--- src/rtl/div_clk_ctrl.sv ---
// div_clk_ctrl: run-time reconfigurable clock divider; ratio changes, starts and stops land only on period boundaries.
module div_clk_ctrl #(
    parameter int CNT_W       = 8,
    parameter int DIV_DEFAULT = 5
) (
    input  logic             clk,
    input  logic             rst,
    input  logic             en,
    input  logic             cfg_valid,
    input  logic [CNT_W-1:0] cfg_div,
    output logic             cfg_ready,
    output logic             cfg_err,
    output logic             clk_out,
    output logic             tick,
    output logic             busy,
    output logic [CNT_W-1:0] cur_div
);
    localparam logic [1:0] IDLE = 2'd0;
    localparam logic [1:0] RUN  = 2'd1;
    localparam logic [1:0] PEND = 2'd2;

    logic [1:0]       state, state_nx;
    logic [CNT_W-1:0] cnt, cnt_nx, pend_div, pend_nx, div_nx, h;
    logic             hs, ok, acc, wrap;

    assign cfg_ready = state != PEND;
    assign busy      = state != IDLE;
    assign hs        = cfg_valid & cfg_ready;
    assign ok        = cfg_div >= CNT_W'(2);
    assign acc       = hs & ok;
    assign wrap      = busy & (cnt == cur_div - CNT_W'(1));
    // high time uses the ratio of the period being counted
    assign h         = cur_div - (cur_div >> 1);

    always_comb begin
        state_nx = state;
        cnt_nx   = cnt + CNT_W'(1);
        pend_nx  = acc ? cfg_div : pend_div;
        div_nx   = cur_div;
        if (state == IDLE) begin
            cnt_nx   = '0;
            div_nx   = acc ? cfg_div : cur_div;
            state_nx = en ? RUN : IDLE;
        end else if (wrap) begin
            cnt_nx   = '0;
            // a ratio accepted on a stopping wrap has no later boundary, so it loads directly
            div_nx   = (acc & ~en) ? cfg_div : (state == PEND) ? pend_div : cur_div;
            state_nx = !en ? IDLE : acc ? PEND : RUN;
        end else begin
            state_nx = acc ? PEND : state;
        end
    end

    always_ff @(posedge clk or negedge rst) begin
        if (!rst) begin
            state    <= IDLE;
            cnt      <= '0;
            cur_div  <= CNT_W'(DIV_DEFAULT);
            pend_div <= '0;
            clk_out  <= 1'b0;
            tick     <= 1'b0;
            cfg_err  <= 1'b0;
        end else begin
            state    <= state_nx;
            cnt      <= cnt_nx;
            cur_div  <= div_nx;
            pend_div <= pend_nx;
            clk_out  <= (state_nx != IDLE) && (cnt_nx < h);
            tick     <= (state_nx != IDLE) && (cnt_nx == '0);
            cfg_err  <= hs & ~ok;
        end
    end
endmodule
--- config.mk ---
export PLATFORM = sky130hd
export DESIGN_NAME = div_clk_ctrl
export DESIGN_NICKNAME = d
export VERILOG_FILES = /design/src/rtl/div_clk_ctrl.sv
export SDC_FILE = /design/constraint.sdc
export NUM_CORES = 1
export LEC_CHECK = 0
export CAP_MARGIN = 20
export CORE_MARGIN = 2
export CORE_UTILIZATION = 45
export CTS_CLUSTER_SIZE = 30
export DETAILED_ROUTE_END_ITERATION = 6
export GPL_ROUTABILITY_DRIVEN = 0
export PLACE_DENSITY = 0.69
export RECOVER_POWER = 100
export SYNTH_ARGS = -nofsm -noshare
export SYNTH_HDL_FRONTEND = slang
export SYNTH_SLANG_ARGS = --single-unit
--- constraint.sdc ---
create_clock -name clk -period 3.25 [get_ports clk]
set_clock_uncertainty 0.15 [all_clocks]
set_input_delay 0.975 -clock clk [delete_from_list [all_inputs] [get_ports clk]]
set_output_delay 0.975 -clock clk [all_outputs]
set_load 0.02 [all_outputs]
==> results of run 1 <==
[layer usage]
metal  vias up  GRT usage [%]  wire, µm
met3         9           4.14       112
met5         -              0         0
met4         0           6.38        85
met1       816           24.2      2140
li1        845              -         -
met2        21           33.6      2570
[registers in the layout, indices dropped and copies added, names as in the netlist]
signal,cells
cnt,8
cur_div,8
pend_div,8
state,2
cfg_err,1
clk_out,1
tick,1
[worst paths after layout]
check	start	endpoint	slack, ns
max	cur_div[1]	clk_out	-0.008
min	pend_div[4]	pend_div[4]	0.36
max reg2reg	cur_div[1]	clk_out	-0.008
min reg2reg	pend_div[4]	pend_div[4]	0.36
max in group asynchronous	rst	cur_div[5]	0.35
min in group asynchronous	rst	cnt[2]	1.50
[cells by family after synthesis]
group                      after synthesis  share of synthesized area [%]
AOI/OAI and AO/OA                       31                           11.4
xor gates and xnor gates                27                           11.1
adders and majority gates               24                           14.4
buffers and inverters                   24                           4.75
DFF                                     29                           34.1
muxes                                   25                           12.3
and+or+nand+nor                         44                           12.0
[through the flow]
step / hold WS [ns] / instances / utilization [%] / TNS (ns)
finish: 0.359 / 327 / 64.6 / -0.00751
global route: 0.364 / 327 / 64.6 / -0.250
CTS: 0.360 / 319 / 59.9 / 0
detailed placement: 0.344 / 311 / 57.9 / -1.80
global placement: 0.337 / 311 / 57.9 / -0.938
floorplan: 0.329 / 204 / - / -0.00951
[final cells by class]
type                       count  share of cell area, %
clock buffer                   6                   2.41
timing repair buffer          66                   19.1
multi-input combinational    151                   49.1
sequential                    29                   24.4
inverter                      19                   2.37
tap                           54                   2.25
clock inverter                 2                  0.333
[synth_stat cells (2+ instances only)]
cell type / n / share of area [%]
a21boi_0: 2 / 0.70
a21oi_1: 8 / 1.9
and3_1: 2 / 0.59
buf_2: 3 / 0.70
dfrtp_1: 27 / 32
dfstp_2: 2 / 2.5
ha_1: 23 / 13
inv_1: 18 / 3.2
mux2_2: 8 / 4.2
mux2i_1: 16 / 7.5
nand2_1: 6 / 1.1
nand2b_1: 4 / 1.2
nand3_1: 3 / 0.70
nand3b_1: 2 / 0.70
nand4_1: 3 / 0.88
nor2_1: 14 / 2.5
nor2b_1: 2 / 0.59
o21ai_0: 6 / 1.4
o21bai_1: 2 / 0.70
o41ai_1: 2 / 0.82
or4_1: 2 / 0.70
xnor2_1: 17 / 7.0
xor2_1: 10 / 4.1
[worst register-to-register path: stages (launching register included)]
cell and delay [ns]:
dfrtp_2 0.41, inv_2 0.08, ha_4 0.16, a21boi_4 0.05, or3_4 0.37, a2111oi_4 0.42
a31o_4 0.25, buf_6 0.12, nor2_4 0.04, ha_4 0.27, nand4_1 0.12, a21oi_2 0.15
nand3b_1 0.12, mux2_4 0.29, and3_4 0.14
[what timing repair did]
item / 4_1_cts / 5_1_grt
setup endpoints to repair: 1 / 1
buffers inserted: 0 / 8
pin swaps: 0 / 21
resized for setup: 1 / 36
gates cloned: 0 / 0
==> run summary, run 1 <==
outcome: complete, but fails checks
failing checks: capacitance limit, slew limit, setup timing
Placed Area: 0.00270 mm²
Critical Path Most Common Cell: ha_4
fmax: 307 MHz
worst setup margin: -0.00751 ns
initial core utilization: 45.8%
Avg Vias per Cell: 5.17
fin crit period: 3.26 ns
H-tree depth: 2
slowest stage cell, crit path: a2111oi_4
Yosys cell types: 45
CP max stage delay: 0.42 ns
number of antenna violations at the first check in global routing: 0
Site Rows: 25
DP Wirelength: 3550 µm
boundary pin count: 25
Register Area: 733 µm²
worst-path fanout max: 4
Worst EP arrival: 3.29 ns
largest net degree at the start of global routing: 30
nets@finish: 308
core area: 0.00466 mm²
# setup viols final: 1
Fillers: 373
number of buffers added on ports: 24
Routed WL: 4910 µm
final hold violation count: 0
area of the multi-input gates: 0.00148 mm²
Crit path depth: 14
Final Max Slew Viols: 30
first-pass GRT wire length: 7780 µm
post-route ant nets: 0
Setup crit start kind: flop
RSZ-0062 raised after global routing: true
Slew headroom: -11.8%
Die Wd: 72.9 µm
Die Height: 72.9 µm
CTS Root Cell: clkbuf_8
WL/cell: 15.0 µm
CP required: 3.28 ns
drt initial violations: 53
DR vias: 1,691
CTS max path bufs: 2
CP Class: flop to flop
Reg2Reg Depth: 14
Post-synth EDFFs: 0
hold buffer count at CTS: 0
Tot GR Track Use: 19.5%
worst-path cell chain: inv_2 > ha_4 > a21boi_4 > or3_4 > a2111oi_4 > a31o_4 > buf_6 > nor2_4 > ha_4 > nand4_1 > a21oi_2 > nand3b_1 > mux2_4 > and3_4
Synth Warn #: 0
vias in the first global route: 1,691
fraction of the yosys area taken by sequential cells: 34.1%
Clock Pin Slew Worst Setup and Hold Paths: 0.07 ns
asr flop ratio synth: 100%
detailed-route DRC error count: 0
number of synthesized register bits: 29
Tightest Pin Transition: 1.68 ns
class of the worst hold path: flop to flop
clock buffer count from CTS: 5
ANT cells: 0
dpl ws: -0.193 ns
Net Count, Synth: 240
first drt pass iteration count: 4
Die ar.: 0.00531 mm²
worst-skew pair later-pin latency: 0.29 ns
fraction of layout cells with a size suffix above 1: 37.7%
critical path's top delay family: compound AO/OA/AOI/OAI gates
design area: 0.00301 mm²
Syn-to-layout area delta: 41.1%
TritonCTS clock tree: yes
grt total ovfl: 0
Max-cap violations: 1
crit end category: flop
Worst Hold Depth: 1
Clock Sinks: 29
commonest non-fill, non-tap cell in the layout: buf_4
post-synthesis cell area: 0.00213 mm²
Post-Syn Instances: 204
Final Cycle Share: 100%
most frequent cells in the layout: 37 x buf_4, 23 x dfrtp_1, 23 x clkdlybuf4s50_1
Main synth FF type: dfrtp_1
Syn Area/Cell: 10.5 µm²
Buf/Inv on CP: 2
Power of run 1 is left out: the tool's default activity adds up to more than one toggle a clock period on the data nets, which glitch-free logic cannot reach.
==> run 2: changes to the inputs <==
- CTS_CLUSTER_DIAMETER: unset -> 150
==> results of run 2 <==
The final DEF is identical to that of run 1; final timing and power are the same.
Power of run 2 is left out for the same reason.
==> run 3: changes to the inputs <==
- CELL_PAD_IN_SITES_DETAIL_PLACEMENT: unset -> 0
- CELL_PAD_IN_SITES_GLOBAL_PLACEMENT: unset -> 2
- CORE_UTILIZATION: 45 -> 33
- PLACE_DENSITY: 0.69 -> unset
- PLACE_DENSITY_LB_ADDON: unset -> 0.1
==> run summary, run 3 (synthesized netlist as in run 1, its figures left out) <==
crit end category: flop
grt total ovfl: 0 (unchanged)
class of the worst hold path: flop to flop
Clock Pin Slew Worst Setup and Hold Paths: 0.07 ns (about the same)
Placed Area: 0.00271 mm² (+0.23%)
final hold slack: 0.358 ns (-0.00106 ns)
Tot GR Track Use: 14.3% (-5.2 points)
post-route ant nets: 0 (unchanged)
ANT cells: 0 (unchanged)
Final Cycle Share: 99.6% (-0.63 points)
clock buffer count from CTS: 5 (unchanged)
Die Height: 84.4 µm (+16%)
CP required: 3.28 ns (about the same)
worst reg2reg path startpoint: cur_div[5]
commonest non-fill, non-tap cell in the layout: buf_4
first-pass GRT wire length: 8060 µm (+3.5%)
Die Wd: 84.4 µm (+16%)
Die ar.: 0.00712 mm² (+34%)
boundary pin count: 25 (unchanged)
detailed-route DRC error count: 0 (unchanged)
Clock Sinks: 29 (unchanged)
CP max stage delay: 0.39 ns (-0.03 ns)
Reg2Reg Capture Point: clk_out
hold buffer count at CTS: 0 (unchanged)
biggest regs: cnt x8, cur_div x8, pend_div x8
H-tree depth: 2 (unchanged)
Setup crit start kind: flop
number of antenna violations at the first check in global routing: 0 (unchanged)
Reg2Reg Depth: 13 (-1)
Final Max Slew Viols: 30 (unchanged)
WL/cell: 14.4 µm (-3.8%)
# setup viols final: 0 (-1)
RSZ-0062 raised after global routing: true
critical path's top delay family: compound AO/OA/AOI/OAI gates
Site Rows: 29 (+16%)
outcome: complete, but fails checks
largest net degree at the start of global routing: 30 (unchanged)
DP Wirelength: 3890 µm (+9.6%)
fmax: 309 MHz (+0.63%)
Max-cap violations: 1 (unchanged)
number of buffers added on ports: 24 (unchanged)
drt initial violations: 36 (-32%)
first drt pass iteration count: 4 (unchanged)
worst-path cell chain: inv_2 > ha_4 > a21boi_4 > or3_4 > a2111oi_4 > a31o_4 > nor2_4 > ha_4 > nand4_1 > a21oi_2 > nand3b_1 > mux2_4 > and3_4
DR vias: 1,657 (-2.0%)
failing checks: capacitance limit, slew limit
fin crit period: 3.24 ns (-0.0204 ns)
Crit path depth: 13 (-1)
Syn-to-layout area delta: 42.9%
Buf/Inv on CP: 1 (-1)
CP Class: flop to flop
hold_sp: pend_div[5]
Slew headroom: -7.44% (+4.3 points)
vias in the first global route: 1,668 (-1.4%)
most frequent cells in the layout: 33 x buf_4, 23 x dfrtp_1, 23 x clkdlybuf4s50_1
Fillers: 605 (+62%)
CTS max path bufs: 2 (unchanged)
Worst Hold Depth: 1 (unchanged)
Worst EP arrival: 3.27 ns (-0.02 ns)
Hold Path End: pend_div[5]
Routed WL: 4970 µm (+1.2%)
core area: 0.00631 mm² (+35%)
slowest stage cell, crit path: or3_4
design area: 0.00305 mm² (+1.3%)
TritonCTS clock tree: yes
initial core utilization: 33.8% (-12 points)
FF-to-FF setup slack: 0.01 ns (+0.02 ns)
fraction of layout cells with a size suffix above 1: 37.1% (-0.65 points)
Tightest Pin Transition: 1.61 ns (-0.0652 ns)
worst-path fanout max: 8 (+4)
CTS Root Cell: clkbuf_8
Avg Vias per Cell: 4.82 (-6.9%)
worst-skew pair later-pin latency: 0.28 ns (about the same)
Layout Utilization: 48.3% (-16 points)
Critical Path Most Common Cell: ha_4
nets@finish: 302 (-1.9%)
CP startpoint: cur_div[5]
final hold violation count: 0 (unchanged)
## run 3: layer usage
metal | wire length (µm) | GRT usage (%) | up-vias
met3 | 177 | 3.44 | 5
met2 | 2440 | 23.3 | 28
li1 | - | - | 829
met1 | 2330 | 19.5 | 795
met4 | 28 | 2.60 | 0
met5 | 0 | 0 | -
## run 3: timing repair
action / 4_1_cts / 5_1_grt
setup buffers: 4 / 1
setup endpoints to repair: 1 / 2
resized for setup: 22 / 15
pin swaps: 12 / 20
## run 3: worst reg2reg max path, stage by stage, from the launching register on
cell and delay [ns]:
dfrtp_2 0.36, inv_2 0.06, ha_4 0.15, a21boi_4 0.13
or3_4 0.39, a2111oi_4 0.39, a31o_4 0.35, nor2_4 0.08
ha_4 0.27, nand4_1 0.12, a21oi_2 0.14, nand3b_1 0.11
mux2_4 0.28, and3_4 0.14
## run 3: cell type report
cell class / instances / area [µm²] / share of cell area [%]
well taps: 77 / 96.3 / 3.16
multi-input cells: 151 / 1510 / 49.5
repair buffers: 60 / 523 / 17.2
clock buffers: 5 / 68.8 / 2.26
inverters: 19 / 71.3 / 2.34
flip-flops and latches: 29 / 733 / 24.0
clock inverters: 3 / 46.3 / 1.52
## run 3: how the worst max path moves through the flow
stage,to,slack [ns]
floorplan,clk_out,-0.01
global placement,cur_div[1],-0.12
detailed placement,cur_div[1],-0.20
CTS,clk_out,-0.03
global route,clk_out,-0.08
finish,clk_out,0.01
## run 3: per-stage QoR
stage	TNS (ns)	instances	setup WS, ns
floorplan	-0.00951	204	-0.00951
global placement	-1.07	331	-0.117
detailed placement	-2.11	331	-0.201
CTS	-0.0330	343	-0.0330
global route	-0.0813	344	-0.0813
finish	0	344	0.0129
Power of run 3 is left out for the same reason.
